===== src/rtl/rc4_prga_decrypt.sv =====
// RC4 PRGA + decrypt stage: walks the keystream loop over a pre-permuted S
// array, XORs each keystream byte with the encrypted ROM, writes plaintext
// to the result RAM and flags done/failed based on a lowercase+space check.
module rc4_prga_decrypt #(
    parameter int MSG_LEN = 32,
    parameter int MSG_AW  = 5
) (
    input  logic              clk,
    input  logic              reset,
    input  logic              start,
    output logic [7:0]        s_address,
    output logic [7:0]        s_data,
    output logic              s_wren,
    input  logic [7:0]        s_q,
    output logic [MSG_AW-1:0] rom_address,
    input  logic [7:0]        rom_q,
    output logic [MSG_AW-1:0] ram_address,
    output logic [7:0]        ram_data,
    output logic              ram_wren,
    output logic              busy,
    output logic              done,
    output logic              failed
);

    typedef enum logic [3:0] {
        S_IDLE,
        S_RD_I, S_WT_I, S_CAP_I,
        S_RD_J, S_WT_J, S_CAP_J,
        S_WR_I, S_WR_J,
        S_RD_F, S_WT_F, S_CAP_F,
        S_WR_OUT,
        S_DONE, S_FAIL
    } state_t;

    localparam logic [MSG_AW:0] LAST_K = (MSG_AW + 1)'(MSG_LEN - 1);
    localparam logic [MSG_AW:0] K_ONE  = (MSG_AW + 1)'(1);

    state_t          state_q, state_d;
    logic            start_q, start_d;
    logic [7:0]      i_q, i_d;
    logic [7:0]      j_q, j_d;
    logic [MSG_AW:0] k_q, k_d;
    logic [7:0]      si_q, si_d;
    logic [7:0]      sj_q, sj_d;
    logic [7:0]      f_q, f_d;

    logic            idle_like;
    logic [7:0]      pt_byte;
    logic            pt_valid;

    assign idle_like = (state_q == S_IDLE) || (state_q == S_DONE) || (state_q == S_FAIL);
    assign pt_byte   = f_q ^ rom_q;
    assign pt_valid  = (pt_byte == 8'h20) || ((pt_byte >= 8'h61) && (pt_byte <= 8'h7a));

    // State and datapath registers; synchronous reset returns everything to IDLE/zero.
    always_ff @(posedge clk) begin
        // NOTE: sequential state uses non-blocking assignments so every flop
        // samples the pre-edge values regardless of statement order.
        if (reset) begin
            state_q <= S_IDLE;
            start_q <= 1'b0;
            i_q     <= '0;
            j_q     <= '0;
            k_q     <= '0;
            si_q    <= '0;
            sj_q    <= '0;
            f_q     <= '0;
        end else begin
            state_q <= state_d;
            start_q <= start_d;
            i_q     <= i_d;
            j_q     <= j_d;
            k_q     <= k_d;
            si_q    <= si_d;
            sj_q    <= sj_d;
            f_q     <= f_d;
        end
    end

    // Next-state, datapath updates and memory-port drive for the 12-state byte loop.
    always_comb begin
        // NOTE: every signal gets a default before the case so no path leaves
        // one unassigned, which would otherwise infer a latch.
        state_d     = state_q;
        i_d         = i_q;
        j_d         = j_q;
        k_d         = k_q;
        si_d        = si_q;
        sj_d        = sj_q;
        f_d         = f_q;
        s_address   = 8'h00;
        s_data      = 8'h00;
        s_wren      = 1'b0;
        rom_address = '0;
        ram_address = '0;
        ram_data    = 8'h00;
        ram_wren    = 1'b0;

        // A request is registered once and only while waiting, so a start
        // seen during the loop (or on its last cycle) never leaks through.
        start_d = start && idle_like;

        // The message index stays on both byte ports for the whole loop, so
        // rom_q has long settled when WR_OUT consumes it.
        if (!idle_like) begin
            rom_address = k_q[MSG_AW-1:0];
            ram_address = k_q[MSG_AW-1:0];
        end

        case (state_q)
            S_IDLE, S_DONE, S_FAIL: begin
                if (start_q) begin
                    i_d     = '0;
                    j_d     = '0;
                    k_d     = '0;
                    state_d = S_RD_I;
                end
            end
            S_RD_I: begin
                i_d       = i_q + 8'd1;
                s_address = i_q + 8'd1;
                state_d   = S_WT_I;
            end
            // Wait states keep the read address stable so q is still valid
            // two cycles after it was first presented.
            S_WT_I: begin
                s_address = i_q;
                state_d   = S_CAP_I;
            end
            S_CAP_I: begin
                s_address = i_q;
                si_d      = s_q;
                j_d       = j_q + s_q;
                state_d   = S_RD_J;
            end
            S_RD_J: begin
                s_address = j_q;
                state_d   = S_WT_J;
            end
            S_WT_J: begin
                s_address = j_q;
                state_d   = S_CAP_J;
            end
            S_CAP_J: begin
                s_address = j_q;
                sj_d      = s_q;
                state_d   = S_WR_I;
            end
            // When i == j both writes land on one address and the second
            // simply rewrites the original value, which is the correct swap.
            S_WR_I: begin
                s_address = i_q;
                s_data    = sj_q;
                s_wren    = 1'b1;
                state_d   = S_WR_J;
            end
            S_WR_J: begin
                s_address = j_q;
                s_data    = si_q;
                s_wren    = 1'b1;
                state_d   = S_RD_F;
            end
            S_RD_F: begin
                s_address = si_q + sj_q;
                state_d   = S_WT_F;
            end
            S_WT_F: begin
                s_address = si_q + sj_q;
                state_d   = S_CAP_F;
            end
            S_CAP_F: begin
                s_address = si_q + sj_q;
                f_d       = s_q;
                state_d   = S_WR_OUT;
            end
            // The plaintext byte is always written, even when it rejects the key.
            S_WR_OUT: begin
                ram_data = pt_byte;
                ram_wren = 1'b1;
                if (!pt_valid) begin
                    state_d = S_FAIL;
                end else if (k_q == LAST_K) begin
                    state_d = S_DONE;
                end else begin
                    k_d     = k_q + K_ONE;
                    state_d = S_RD_I;
                end
            end
            default: state_d = S_IDLE;
        endcase
    end

    assign busy   = !idle_like;
    assign done   = (state_q == S_DONE);
    assign failed = (state_q == S_FAIL);

endmodule


===== config.mk =====
export PLATFORM = sky130hd
export DESIGN_NAME = rc4_prga_decrypt
export DESIGN_NICKNAME = d
export VERILOG_FILES = /design/src/rtl/rc4_prga_decrypt.sv
export SDC_FILE = /design/constraint.sdc
export NUM_CORES = 1
export LEC_CHECK = 0
export ABC_AREA = 1
export CAP_MARGIN = 20
export CORE_AREA = 2 2 82 84
export CTS_BUF_LIST = sky130_fd_sc_hd__clkbuf_16
export DETAILED_ROUTE_END_ITERATION = 7
export DIE_AREA = 0 0 84 86
export PLACE_DENSITY = 0.85
export SLEW_MARGIN = 20
export SYNTH_ARGS = -nofsm -noshare
export SYNTH_HDL_FRONTEND = slang
export SYNTH_SLANG_ARGS = --single-unit

===== constraint.sdc =====
create_clock -name clk -period 2.87 [get_ports clk]
set_input_delay 0.574 -clock clk [delete_from_list [all_inputs] [get_ports clk]]
set_output_delay 0.574 -clock clk [all_outputs]
set_load 0.05 [all_outputs]

==> results.yml, run 1 <==
outcome:
  status: "completed"
finish:
  areaGrowthSynthToFinish_pct: 29.9
  final_area_um2: 4240
  drive_gt1_share_pct: 13.4
  layout.cells.non_filler: 636
  antenna_cells: 0
  fin_util_pct: 67.5
  fin_nets: 595
  fill_cells: 532
grt:
  grt_util_met2_pct: 43.8
  grt_usage_pct: 24.6
  use_met3_pct: 5.10
  overflow: 0
  grt_pass1_wl_um: 14700
  grt_max_degree: 31
  antenna_found_initial: 0
  grtUsageMet1_pct: 29.7
  grt_most_used_layer: "met2"
  grt_pass1_vias: 3245
critical_path:
  timing.rr.start: "j_q[0]$_SDFFE_PP0P_"
  required_ns: 2.30
  critical_path.max_fanout: 2
  r2r_slack_ns: 1.09
  path_buf_inv: 1
  r2r_end: "j_q[6]$_SDFFE_PP0P_"
  critPathKind: "reg2out"
  path_cells: "ha_4, fa_2, nand2_2, nand2_2, a21oi_2, or2_4, nand2_1, nand2_1, nand2_1, or2_2, nand3_1, nand2_1, buf_6"
  crit_start: "si_q[0]$_SDFFE_PP0P_"
  crit_top_cell: "nand2_1"
  reg2reg_depth: 11
  crit_arrival_ns: 2.28
  crit_path_start_kind: "register"
  end_kind: "output pin"
  slowest_stage: "dfxtp_2"
  crit_family: "simple AND/OR/NAND/NOR gates"
  slowest_delay_ns: 0.34
detailed_routing:
  wl_per_cell_um: 13.9
  drtPass1Iterations: 5
  vias: 3488
  drtIter0Drc: 272
  drtAntennaViolNets: 0
  drcViolationCount: 0
  via_per_inst: 5.48
  postRouteWirelength_um: 8810
power_and_ir_drop:
  p_clk_share_pct: 23.9
  swShare_pct: 43.1
  combinationalPowerShare_pct: 47.6
  power_switching_w: 0.00138
  p_leak_nw: 2.09
  seqPwrFrac_pct: 28.5
  peakVddDrop_mv: 0.487
  power.internal_w: 0.00182
  powerDensity_nw_per_um2: 758
synthesis:
  synthSimpleGateAreaFrac_pct: 30.5
  synth_mux_area_share_pct: 0
  avgSynthCellArea_um2: 6.56
  synth_compound_area_share_pct: 19.0
  seq_area_frac_synth_pct: 31.3
  synthAdderAreaFrac_pct: 7.36
  synth_cell_types: 36
  yosys_most_used_dff: "dfxtp_1"
  mappedNetlistArea_um2: 3260
  ys_async_sr_fraction_pct: 0
  synth_top_family_by_area: "simple AND/OR/NAND/NOR gates"
  yosysWarnings: 0
  synth_cells: 497
  synth_seq_cells: 51
  synth-edff-count: 0
  synth-xor-area-share_pct: 2.42
  syn_nets: 534
sta:
  slew_viol_final: 0
  period_share_pct: 99.5
  final.setup.worst_slack_ns: 0.0149
  grt_setup_unrepaired: "yes"
  period_minus_slack_ns: 2.86
  worst_hold_slack_ns: 0.482
  tightest_slew_ns: 0.774
  slew_headroom_pct: 48.3
  hold_viol: 0
  fmax_mhz: 350
  setup_viol_count_final: 0
  clock_skew_ns: 0.00691
clock_tree:
  clkTransAtPathRegs_ns: 0.07
  cts.htree.levels: 2
  clk_latency_ns: 0.29
  cts_sinks: 51
  cts_tree: "built"
  cts-root-buf: "clkbuf_16"
  cts_buffer_depth: 2
  cts_made_buffers: 5
floorplan:
  pin_count: 58
  core-area_um2: 6280
  rows: 29
  die_h_um: 86
  start_util_pct: 52.0
  die_w_um: 84
  die_area_um2: 7220
min_path:
  hp-start: "f_q[3]$_SDFFE_PP0P_"
  whs_path_depth: 2
  hp-class: "reg2reg"
  min_to: "f_q[3]$_SDFFE_PP0P_"
place:
  hpwl_um: 6370
  portBuffers: 57
  dpl_cell_area_um2: 3950
  place_ws_ns: 0.211
  place_congestion: 0.883
  dp.cells: 624
job:
  max_cap_viol_count: 0
## layout make-up
type | count | area [um^2] | share of cell area [%]
clock buffers | 5 | 125 | 2.95
multi-input cells | 370 | 1960 | 46.2
inverters | 60 | 228 | 5.38
flip-flops and latches | 51 | 1020 | 24.2
clock inverters | 3 | 67.6 | 1.59
well taps | 77 | 96.3 | 2.27
repair buffers | 70 | 737 | 17.4
## synth_stat cells, types with 3 or more instances
| library cell | count | share of area, % |
|---|---|---|
| inv_1 | 53 | 6.1 |
| or2_2 | 4 | 0.77 |
| nand2_1 | 104 | 12 |
| buf_4 | 5 | 1.2 |
| nand3_1 | 25 | 3.8 |
| a21oi_1 | 47 | 7.2 |
| nand2_2 | 3 | 0.58 |
| clkbuf_1 | 9 | 1.0 |
| a32o_1 | 8 | 2.5 |
| nor3_1 | 4 | 0.61 |
| ha_1 | 16 | 6.1 |
| xnor2_1 | 3 | 0.81 |
| nor2_1 | 86 | 9.9 |
| dfxtp_1 | 51 | 31 |
| o21ai_0 | 37 | 5.7 |
| nor2_2 | 4 | 0.77 |
| xor2_1 | 6 | 1.6 |
| nand4_1 | 4 | 0.77 |
| inv_2 | 5 | 0.58 |
## through the flow
step / total power (W) / setup TNS (ns)
5_1_grt: 0.00343 / -0.280
2_1_floorplan: 0.00196 / 0
3_3_place_gp: 0.00238 / 0
6_report: 0.00321 / 0
4_1_cts: 0.00320 / 0
3_5_place_dp: 0.00241 / 0
## worst register-to-register path: cells and delay by family, from the launching register on
family,cells,cell delay [ns]
fa+ha+maj,2,0.63
simple gates,7,0.50
flops,1,0.33
compound gates,2,0.27
## sequential cells by signal, summed over array words and instances, names as in the netlist
register  flops
f_q           8
j_q           8
state_q       4
sj_q          8
i_q           8
k_q           6
start_q       1
si_q          8
## power groups by stage
stage / Clock (W) / Combinational [W] / Sequential, W
finish: 0.000767 / 0.00153 / 0.000916
detailed placement: 0 / 0.00149 / 0.000923
global placement: 0 / 0.00146 / 0.000917
CTS: 0.000773 / 0.00151 / 0.000910
global route: 0.000810 / 0.00169 / 0.000928
floorplan: 0 / 0.00106 / 0.000902
## worst max path at each step
stage | end | cells past startpoint
after detailed placement | s_address[6] | 13
after floorplan | s_address[5] | 10
after CTS | s_address[6] | 13
after global placement | s_address[6] | 13
final | s_address[6] | 13
after global routing | s_address[6] | 13
## per-layer routing
layer	up-vias	part of all wire (%)	routed length (um)
li1	1745	-	-
met4	0	2.1	187
met1	1571	42	3660
met5	-	0	0
met2	148	49	4330
met3	24	7.2	634
## logic make-up (layout without fill, tap and decap cells)
group / after synthesis / count (layout)
AND/OR/NAND/NOR: 237 / 237
buffers and inverters: 76 / 138
adder cells (fa/ha/maj): 18 / 18
flip-flops: 51 / 51
XOR/XNOR: 9 / 9
AO/OA/AOI/OAI: 106 / 106
## cell usage in the layout, fill, tap and decap left out, drive strengths merged, types with 6 or more instances in the layout
cell	instances
a21oi	48
dfxtp	51
dlymetal6s2s	11
nand3	25
nand2	107
xor2	6
nor2	93
inv	59
buf	38
a32o	8
ha	16
o21ai	38
clkdlybuf4s50	21
## timing repair
action / CTS / global route
setup endpoints to repair: 1 / 14
gates resized for setup: 10 / 11
setup buffers: 3 / 1
hold buffers: 0 / 0
pin swaps: 4 / 4
Power figures use the tool's default switching activity.
==> run 2, diff against run 1 <==
--- a/config.mk
+++ b/config.mk
@@ -7,11 +7,11 @@
 export LEC_CHECK = 0
 export ABC_AREA = 1
 export CAP_MARGIN = 20
-export CORE_AREA = 2 2 82 84
+export CORE_AREA = 2 2 108 110
 export CTS_BUF_LIST = sky130_fd_sc_hd__clkbuf_16
 export DETAILED_ROUTE_END_ITERATION = 7
-export DIE_AREA = 0 0 84 86
-export PLACE_DENSITY = 0.85
+export DIE_AREA = 0 0 110 112
+export PLACE_DENSITY = 0.56
 export SLEW_MARGIN = 20
 export SYNTH_ARGS = -nofsm -noshare
 export SYNTH_HDL_FRONTEND = slang
==> run 2 against run 1 <==
Critical path depth unchanged; via count down 3.0%; largest power group unchanged; critical endpoint unchanged; cell count up 11%; largest cell class unchanged; total power down 2.2%; non-clock buffer count up 3; worst setup slack better by 0.027 ns.
==> results.yml, run 2 (synthesis gave the netlist of run 1 again) <==
min_path:
  min_to: "f_q[3]$_SDFFE_PP0P_"
  hp-class: "reg2reg"
  whs_path_depth: 2
  hp-start: "f_q[3]$_SDFFE_PP0P_"
clock_tree:
  holdBufCountCts: 0
  cts-root-buf: "clkbuf_16"
  cts_made_buffers: 5
  clkTransAtPathRegs_ns: 0.07
  clk_latency_ns: 0.29
  cts_sinks: 51
  cts.htree.levels: 2
  cts_tree: "built"
  cts_buffer_depth: 2
detailed_routing:
  drtPass1Iterations: 5
  vias: 3382
  postRouteWirelength_um: 9470
  via_per_inst: 4.80
  drcViolationCount: 0
  drtIter0Drc: 191
  wl_per_cell_um: 13.4
  drtAntennaViolNets: 0
place:
  place_ws_ns: 0.206
  dp.cells: 691
  place_congestion: 0.908
  portBuffers: 57
  hpwl_um: 6950
sta:
  grt_setup_unrepaired: "yes"
  period_minus_slack_ns: 2.83
  final.setup.worst_slack_ns: 0.0416
  period_share_pct: 98.6
  fmax_mhz: 354
  slew_headroom_pct: 45.0
  tightest_slew_ns: 0.825
  clock_skew_ns: 0.00518
  hold_viol: 0
  slew_viol_final: 0
  setup_viol_count_final: 0
power_and_ir_drop:
  power.total_w: 0.00314
  p_leak_nw: 2.04
  peakVddDrop_mv: 0.378
  powerDensity_nw_per_um2: 719
critical_path:
  end_kind: "output pin"
  crit_path_start_kind: "register"
  reg2reg_depth: 11
  timing.rr.start: "j_q[0]$_SDFFE_PP0P_"
  crit_arrival_ns: 2.25
  critical_path.max_fanout: 3
  critPathKind: "reg2out"
  r2r_slack_ns: 1.07
  r2r_end: "j_q[6]$_SDFFE_PP0P_"
  required_ns: 2.30
floorplan:
  pin_count: 58
  core-area_um2: 11200
  rows: 39
  die_w_um: 110
  start_util_pct: 29.2
  die_h_um: 112
  die_area_um2: 12300
grt:
  grt_pass1_vias: 3147
  overflow: 0
  grt_max_degree: 31
  antenna_found_initial: 0
  grt_usage_pct: 15.4
  grt_pass1_wl_um: 15000
finish:
  antenna_cells: 0
  multiInputGateArea_um2: 2000
  fin_util_pct: 39.0
  drive_gt1_share_pct: 15.1
  final_cell_mix: "nand2_1, nor2_1, inv_1"
  regArea_um2: 1030
  fill_cells: 1165
  layout_commonest_cell: "nand2_1"
  fin_nets: 598
  areaGrowthSynthToFinish_pct: 33.8
  layout.cells.non_filler: 705
job:
  max_cap_viol_count: 0
outcome:
  status: "completed"
run 2: repair_timing:
action                     in CTS  in global routing
buffers inserted                4                  2
gates resized for setup         6                 23
pin swaps                       0                  5
setup endpoints to repair       1                 11
run 2: worst max-delay path by stage:
stage | slack (ns) | from | cells past startpoint | endpoint
global placement | 0.22 | si_q[0]$_SDFFE_PP0P_ | 13 | s_address[6]
detailed placement | 0.21 | si_q[0]$_SDFFE_PP0P_ | 13 | s_address[6]
CTS | 0.01 | si_q[0]$_SDFFE_PP0P_ | 13 | s_address[6]
finish | 0.04 | si_q[0]$_SDFFE_PP0P_ | 13 | s_address[6]
global route | -0.07 | si_q[0]$_SDFFE_PP0P_ | 13 | s_address[6]
floorplan | 0.30 | si_q[2]$_SDFFE_PP0P_ | 10 | s_address[5]
run 2: worst max-delay path, stage by stage (launching register included):
cell and delay, ns:
dfxtp_4 0.36, ha_4 0.16, fa_2 0.36, nand2_2 0.08, nand2_2 0.05, a21oi_2 0.14, or2_4 0.14, nand2_1 0.04
nand2_1 0.05, nand2_1 0.07, or2_4 0.23, nand3_2 0.06, nand2_2 0.06, buf_8 0.16
run 2: per-stage QoR:
step / TNS (ns) / area, um^2 / hold WS [ns]
4_1_cts: 0 / 4270 / 0.474
3_3_place_gp: 0 / 4060 / 0.456
6_report: 0 / 4360 / 0.472
3_5_place_dp: 0 / 4060 / 0.463
2_1_floorplan: 0 / 3260 / 0.444
5_1_grt: -0.0745 / 4360 / 0.510
run 2: area by class of cell:
class,count,area share [%]
timing repair buffer,73,17.6
multi-input combinational,370,45.8
sequential,51,23.6
clock inverter,3,0.889
inverter,60,5.22
clock buffer,5,2.87
tap,143,4.10
run 2: power by group:
part	switching, W	internal, W	total, W
Combinational	0.00103	0.000523	0.00155
Clock	0.000262	0.000407	0.000669
Sequential	0.000102	0.000813	0.000915
run 2: routing by layer:
layer / track usage, % / share of wire [%] / vias up
li1: - / - / 1762
met1: 20.1 / 45 / 1522
met2: 25.9 / 49 / 88
met3: 2.75 / 5.4 / 10
met4: 4.14 / 1.2 / 0
met5: 0 / 0 / -
==> run 3, diff against run 2 <==
--- a/config.mk
+++ b/config.mk
@@ -12,6 +12,7 @@
 export DETAILED_ROUTE_END_ITERATION = 7
 export DIE_AREA = 0 0 110 112
 export PLACE_DENSITY = 0.56
+export REMOVE_ABC_BUFFERS = 1
 export SLEW_MARGIN = 20
 export SYNTH_ARGS = -nofsm -noshare
 export SYNTH_HDL_FRONTEND = slang
==> run 3 against run 2 <==
Clock power is 14% lower; worst setup slack better by 0.021 ns; non-clock buffer count is 1 lower; wire length is 1.8% lower; clock-buffer cell count stayed put; first-iteration DRC count is 1.6% lower; combinational power hardly changed; sequential share of layout area is 0.064 points higher; sequential power is 0.9% higher; register-to-register slack worse by 0.13 ns; total power is 3.7% lower; hold slack better by 0.0085 ns.
==> results.yml, run 3 (synthesis gave the netlist of run 1 again) <==
sta:
  period_share_pct: 97.8
  fmax_mhz: 356
  grt_setup_unrepaired: "yes"
  hold_viol: 0
  slew_viol_final: 0
  worst_hold_slack_ns: 0.481
  slew_headroom_pct: 46.2
  period_minus_slack_ns: 2.81
  tns_ns: 0
  clock_skew_ns: 0.00397
  tightest_slew_ns: 0.806
  setup_viol_count_final: 0
floorplan:
  rows: 39
  core-area_um2: 11200
  die_w_um: 110
  die_h_um: 112
  pin_count: 58
  start_util_pct: 29.2
  die_area_um2: 12300
finish:
  areaGrowthSynthToFinish_pct: 33.1
  fin_nets: 597
  final_cell_mix: "nand2_1, nor2_1, inv_1"
  layout.cells.non_filler: 703
  layout_commonest_cell: "nand2_1"
  regArea_um2: 1030
  drive_gt1_share_pct: 14.8
  fill_cells: 1150
  antenna_cells: 0
  multiInputGateArea_um2: 2010
critical_path:
  end_kind: "output pin"
  critical_path.max_fanout: 2
  r2r_end: "f_q[0]$_SDFFE_PP0P_"
  path_cells: "ha_4, fa_2, nand2_2, nand2_2, a21oi_2, or2_4, nand2_1, nand2_1, nand2_2, or2_4, nand3_2, nand2_1, buf_6"
  path_buf_inv: 1
  timing.rr.start: "state_q[3]$_SDFFE_PP0N_"
  crit_family: "simple AND/OR/NAND/NOR gates"
  crit_path_start_kind: "register"
  crit_arrival_ns: 2.23
  slowest_delay_ns: 0.35
  required_ns: 2.30
  slowest_stage: "fa_2"
  r2r_slack_ns: 0.94
  critPathKind: "reg2out"
  reg2reg_depth: 7
detailed_routing:
  vias: 3373
  drtAntennaViolNets: 0
  wl_per_cell_um: 13.2
  via_per_inst: 4.80
  drtIter0Drc: 188
  drtPass1Iterations: 4
  drcViolationCount: 0
  postRouteWirelength_um: 9300
job:
  max_cap_viol_count: 0
clock_tree:
  cts-root-buf: "clkbuf_16"
  cts_tree: "built"
  clkTransAtPathRegs_ns: 0.07
  cts_made_buffers: 5
  clk_latency_ns: 0.28
  cts.htree.levels: 2
  cts_sinks: 51
  cts_buffer_depth: 2
  holdBufCountCts: 0
power_and_ir_drop:
  p_leak_nw: 2.08
  peakVddDrop_mv: 0.308
  powerDensity_nw_per_um2: 697
grt:
  grt_pass1_vias: 3302
  overflow: 0
  use_met3_pct: 2.58
  grt_util_met2_pct: 26.0
  grt_pass1_wl_um: 15400
  antenna_found_initial: 0
  grtUsageMet1_pct: 20.2
  grt_most_used_layer: "met2"
  grt_usage_pct: 15.5
  grt_max_degree: 31
outcome:
  status: "completed"
min_path:
  hp-start: "f_q[4]$_SDFFE_PP0P_"
  whs_path_depth: 2
  hp-class: "reg2reg"
  min_to: "f_q[4]$_SDFFE_PP0P_"
place:
  dp.cells: 689
  portBuffers: 57
  hpwl_um: 6860
  place_congestion: 0.877
==> run 3: cell types whose count changed in the layout (fill, tap and decap cells not counted), sizes merged <==
cell and delta:
clkdlybuf4s50 -4, dlymetal6s2s +4, buf -1, bufinv -1
==> run 3: worst max path at each step <==
stage,from,endpoint,slack [ns],cells past startpoint
after global routing,sj_q[0]$_SDFFE_PP0P_,s_address[6],-0.09,13
after detailed placement,si_q[0]$_SDFFE_PP0P_,s_address[6],0.18,13
after floorplan,state_q[3]$_SDFFE_PP0N_,s_address[5],-0.09,6
final,sj_q[0]$_SDFFE_PP0P_,s_address[6],0.06,13
after CTS,si_q[0]$_SDFFE_PP0P_,s_address[6],0.007,13
after global placement,si_q[0]$_SDFFE_PP0P_,s_address[6],0.25,13
==> run 3: through the flow <==
stage	total power, W	setup slack [ns]	util, %	area [um^2]
after floorplan	0.00194	-0.0867	-	3180
after global placement	0.00241	0.254	36.2	4040
after detailed placement	0.00243	0.182	36.2	4040
after CTS	0.00302	0.00693	38.1	4260
after global routing	0.00325	-0.0896	38.8	4340
final	0.00302	0.0631	38.8	4340
==> run 3: timing repair <==
item / in CTS / in global routing
resized for setup: 11 / 22
endpoints found under the setup margin: 1 / 14
buffers inserted: 6 / 1
pin swaps: 4 / 5
==> run 3: report_power, final <==
part	internal [W]	switching, W	leakage [nW]	total (W)
logic	0.000519	0.00101	1.60	0.00153
registers	0.000813	0.000110	0.415	0.000923
clock network	0.000314	0.000258	0.0671	0.000572
total	0.00165	0.00138	2.08	0.00302
==> run 3: final cells by class <==
class	count	share of cell area [%]
flip-flops and latches	51	23.6
repair buffers	72	17.6
clock inverters	2	0.202
multi-input cells	370	46.3
well taps	143	4.12
clock buffers	5	2.88
inverters	60	5.25
==> run 3: metal layers <==
layer / vias to the layer above / share of wire [%] / wire length, um
met3: 10 / 6.1 / 571
met2: 79 / 46 / 4310
met4: 0 / 1.4 / 132
met1: 1541 / 46 / 4290
met5: - / 0 / 0
li1: 1743 / - / -
==> run 3: worst min-delay path, stage by stage, from the launching register on <==
cell	delay, ns
dfxtp_1	0.31
inv_1	0.07
a21oi_1	0.06
